--- config.mk ---
export PLATFORM = sky130hd
export DESIGN_NAME = butterfly_p2s
export DESIGN_NICKNAME = d
export VERILOG_FILES = /design/src/rtl/butterfly_p2s.sv
export SDC_FILE = /design/constraint.sdc
export NUM_CORES = 1
export LEC_CHECK = 0
export ABC_CLOCK_PERIOD_IN_PS = 5630
export CORE_AREA = 2 2 196 198
export CTS_CLUSTER_SIZE = 14
export DETAILED_ROUTE_END_ITERATION = 6
export DIE_AREA = 0 0 198 200
export DONT_BUFFER_PORTS = 1
export GPL_TIMING_DRIVEN = 0
export PLACE_DENSITY_LB_ADDON = 0.12
export SYNTH_ARGS = -nofsm -noshare
export SYNTH_HDL_FRONTEND = slang
export SYNTH_SLANG_ARGS = --single-unit
--- constraint.sdc ---
create_clock -name clk -period 5.63 [get_ports clk]
set_clock_uncertainty 0.1 [all_clocks]
set_input_delay 0.563 -clock clk [delete_from_list [all_inputs] [get_ports clk]]
set_output_delay 0.563 -clock clk [all_outputs]
set_load 0.005 [all_outputs]
--- src/rtl/butterfly_p2s.sv ---
// ============================================================================
// butterfly_p2s : parallel-to-serial lane unroller with bit-count lane rotation
// Optional dn_last output when BUTTERFLY_P2S_LAST_EN is defined.  Rev 1.0
// ============================================================================
`default_nettype none

module butterfly_p2s #(
  parameter int DATA_WIDTH = 16,
  parameter int NUM_OUTPUT = 8
) (
  input  logic                             clk,
  input  logic                             rst,
  input  logic [NUM_OUTPUT*DATA_WIDTH-1:0] up_dat,
  input  logic                             up_vld,
  output logic                             up_rdy,
  input  logic [31:0]                      length,
  output logic [DATA_WIDTH-1:0]            dn_dat,
  output logic                             dn_vld,
  input  logic                             dn_rdy
`ifdef BUTTERFLY_P2S_LAST_EN
  ,
  output logic                             dn_last
`endif
);

  localparam int L = $clog2(NUM_OUTPUT);
  localparam logic [L-1:0] LANE_ONE  = 1;
  localparam logic [L-1:0] LANE_LAST = '1;

  typedef enum logic [0:0] {
    EMPTY = 1'b0,
    BUSY  = 1'b1
  } state_t;

  state_t                           state, state_nx;
  logic [NUM_OUTPUT*DATA_WIDTH-1:0] hold;
  logic [L-1:0]                     lane_cnt;
  logic [31:0]                      elem_cnt, elem_nx;
  logic [31:0]                      length_r;
  logic                             beat, accept, elem_wrap, last_lane;
  logic [3:0]                       pop;
  logic [L+3:0]                     rot_sum;
  logic [L-1:0]                     rot;
  logic [DATA_WIDTH-1:0]            lanes [NUM_OUTPUT];

  generate
    for (genvar g = 0; g < NUM_OUTPUT; g++) begin : g_lanes
      assign lanes[g] = hold[g*DATA_WIDTH +: DATA_WIDTH];
    end
  endgenerate

  assign last_lane = (lane_cnt == LANE_LAST);
  assign beat      = (state == BUSY) && dn_rdy;
  assign up_rdy    = (state == EMPTY) || (last_lane && beat);
  assign accept    = up_vld && up_rdy;
  assign dn_vld    = (state == BUSY);
  // length_r == 0 means free-running: the counter only wraps at 2^32
  assign elem_wrap = (length_r != 32'd0) && (elem_cnt == length_r - 32'd1);
  assign elem_nx   = beat ? (elem_wrap ? 32'd0 : elem_cnt + 32'd1) : elem_cnt;

  // Rotation: low L bits of the element index plus popcount of the next 8 bits
  always_comb begin
    pop = '0;
    for (int i = 0; i < 8; i++) begin
      pop = pop + {3'b000, elem_cnt[L+i]};
    end
    rot_sum = {4'b0000, elem_cnt[L-1:0]} + {{L{1'b0}}, pop};
    rot     = rot_sum[L-1:0];
  end

  assign dn_dat = lanes[rot];

`ifdef BUTTERFLY_P2S_LAST_EN
  assign dn_last = (state == BUSY) && elem_wrap;
`endif

  always_comb begin
    state_nx = state;
    case (state)
      EMPTY:   if (up_vld) state_nx = BUSY;
      BUSY:    if (beat && last_lane && !up_vld) state_nx = EMPTY;
      default: state_nx = EMPTY;
    endcase
  end

  always_ff @(posedge clk or posedge rst) begin
    if (rst) begin
      state    <= EMPTY;
      hold     <= '0;
      lane_cnt <= '0;
      elem_cnt <= '0;
      length_r <= '0;
    end else begin
      state    <= state_nx;
      elem_cnt <= elem_nx;
      if (beat) begin
        lane_cnt <= lane_cnt + LANE_ONE;
      end
      if (accept) begin
        hold <= up_dat;
      end
      // Frame starts on the word whose first element is index 0
      if (accept && (elem_nx == 32'd0)) begin
        length_r <= length;
      end
    end
  end

endmodule

`default_nettype wire
==> reports/results.txt <==
GP Congestion -> 0.755
RR Endpoint -> length_r[25]
MaxCap Viol Count -> 0
Hold Fails Final Rpt -> 0
Reg clk slew, reported paths -> 0.08 ns
Clk buf depth -> 2
TritonCTS Buffers -> 17
WP buf/inv -> 3
Drt drc -> 0
IO Pins -> 182
Pins Over Slew Limit -> 0
Worst R2R Path Depth -> 11
Outcome -> complete, no violations
Relative slew margins -> 24.7%
Worst path max stage delay -> 0.58 ns
Crit path cell chain -> fa_1 > inv_1 > fa_1 > fa_1 > fa_1 > fa_1 > xnor2_2 > xnor2_2 > buf_4 > buf_8 > mux4_2 > mux2_2
Rows -> 71
Wire length on met2 -> 14,700 um
Critical path arrival -> 4.78 ns
Sum Neg Setup Slack -> 0 ns
Top cell type's share of synthesized area -> 47.4%
IO Port Bufs -> 0
Maximum number of pins on one net before global-route repair -> 39
Fraction of final layout cells sized beyond drive strength 1 -> 27.8%
Max Freq -> 0.184 GHz
CP Max Fanout -> 10
WHS -> 0.107 ns
Total track usage -> 16.0%
Worst Hold Class -> primary input to register
Distinct cells, synth -> 55
CTS root buf -> clkbuf_16
Effective utilization at floorplan -> 27.6%
First-pass GRT wire length -> 45,400 um
Critical path launch point type -> register
H-tree lvl count -> 4
R2r setup slk -> 1.02 ns
Post-synth EDFFs -> 0
Dpl ws -> -0.952 ns
TritonCTS Sinks -> 196
TritonCTS clock tree -> yes
Fillcell total -> 3,784
Die area -> 0.0396 sq mm
WL met3 -> 2590 um
Final ANT Viol Nets -> 0
Placed Area -> 0.0111 sq mm
# nets final -> 1,040
HPWL after detailed placement -> 23,300 um
Initial antenna violation count -> 23
Crit end category -> output pin
Worst Path Required -> 4.97 ns
Post-Syn Instances -> 836
Synth warn -> 0
Post-DR wirelength/cell -> 21.7 um
Die Span Y -> 200 um
Remaining global-route overflow -> 0
Post-Route WL -> 30,400 um
Sequential area share after synthesis -> 47.4%
Setup crit end -> dn_dat[2]
Endpoints failing setup -> 0
Drt initial violations -> 267
Synth Net Count -> 1,012
Min Tclk post-route -> 5.44 ns
DRT Pass-1 Iters -> 4
Core region area -> 0.0374 sq mm
CP max-delay cell -> mux4_2
Final Cycle Share -> 96.6%
FF+latch count, synth -> 196
Cell mode on critical path -> fa_1
Synth top area cells -> dfrtp_1 47%, mux2_2 16%, mux4_2 7.0%, xnor2_1 4.6%, mux2_1 3.3%
Final instance area -> 0.0118 sq mm
Top Layer Used -> met5
Post-synthesis cell area -> 0.0103 sq mm
Final Worst Setup Slack -> 0.189 ns
Worst-skew pair later-pin latency -> 0.47 ns
Least-Margin Pin Slew -> 1.12 ns
WS Path Type -> register to output pin
Routed vias/inst -> 4.76
Vias in the first global route -> 7,021
CP delay by family, top -> adder cells
Avg Inst Size Synth -> 12.4 sq um
Routed length on met1 -> 12,400 um
Area Overhead vs Synth -> 14.0%
Critical path depth -> 12
Main synth FF type -> dfrtp_1
Routed via count -> 6,668
Worst r2r src -> length_r[0]
Yosys top cell by area -> dfrtp_1
CP Launch Point -> elem_cnt[0]
Die Wd -> 198 um
Post-synthesis async set-or-reset flop share -> 100%
## worst register-to-register path: cells and delay by family (launching register included)
kind	cells	cell delay, ns
AO/OA/AOI/OAI	1	0.29
XOR/XNOR	1	0.17
adder cells (fa/ha/maj)	1	0.26
buffers and inverters	2	0.34
flip-flops	1	0.46
multiplexers	1	0.34
AND/OR/NAND/NOR	5	2.54
## state kept, by name, indices dropped and copies added (netlist names)
register and flops:
lane_cnt 3, length_r 32, elem_cnt 32, hold 128, dn_vld 1
## cells in the final DEF (no fill, tap or decap), types with 5 or more instances in the layout
cell type,instances
nand4_1,19
nand2_1,41
or3_1,5
xor2_1,32
o21ai_0,10
ha_1,7
dfrtp_1,196
or4_1,11
inv_1,14
nand3_1,18
nor2_1,58
mux2_1,30
mux2i_1,7
clkbuf_1,38
nor4_1,12
clkbuf_16,17
fa_1,5
and3_1,8
diode_2,12
a31oi_1,5
xnor2_1,52
nor3_1,16
buf_12,6
mux4_2,32
mux2_2,146
## cells in the mapped netlist (all sizes together), types with 4 or more instances
master and instances:
dfrtp 196, mux2 176, nor2 58, xnor2 54, clkbuf 44, nand2 41
mux4 32, xor2 32, nand4 19, nand3 18, nor3 16, inv 15
nor4 14, or4 12, buf 11, o21ai 11, and3 8, ha 7
mux2i 7, a31oi 5, fa 5, or3 5, and2 4, nand3b 4
nor2b 4
## metrics by stage
| stage | util (%) | instances |
|---|---|---|
| after detailed placement | 29.7 | 1353 |
| after global routing | 31.5 | 1391 |
| final | 31.5 | 1400 |
| after CTS | 31.4 | 1388 |
| after global placement | 29.4 | 1347 |
| after floorplan | - | 836 |
## how the worst min path moves through the flow
stage / slack, ns / from / cells past startpoint / end
floorplan: 0.35 / lane_cnt[1] / 2 / lane_cnt[1]
global placement: 0.37 / lane_cnt[0] / 1 / lane_cnt[0]
detailed placement: 0.37 / lane_cnt[0] / 1 / lane_cnt[0]
CTS: 0.08 / up_vld / 1 / dn_vld
global route: 0.1 / up_vld / 1 / dn_vld
finish: 0.11 / up_vld / 1 / dn_vld
## layer usage
layer | GRT usage, % | up-vias
met3 | 7.93 | 40
met2 | 26.2 | 148
met4 | 4.71 | 20
met1 | 18.4 | 3364
li1 | - | 3096
met5 | 0 | -
## timing repair
action                                  CTS  global route
endpoints found under the hold margin    16             0
hold buffers                              1             0
endpoints found under the setup margin   16            14
buffers inserted                          2             0
pin swaps                                 1             0
gates resized for setup                  13             7
## cell families after synthesis
logic type      Yosys count  share of synthesized area (%)
simple gates            221                           11.2
buf+inv                  70                           2.81
xor+xnor                 86                           7.29
compound gates           36                           2.59
mux                     215                           26.8
flops                   196                           47.4
fa+ha+maj                12                           1.82
## final cells by class
class	count	area (sq um)	area share, %
timing repair buffer	9	145	1.23
multi-input combinational	570	5160	43.8
antenna	12	30.0	0.255
inverter	15	60.1	0.510
buffer	55	274	2.32
clock inverter	14	145	1.23
sequential	196	4900	41.6
clock buffer	18	429	3.64
tap	511	639	5.42
Power is left out: the tool's default activity adds up to more than one toggle a clock period on the data nets, which glitch-free logic cannot reach.
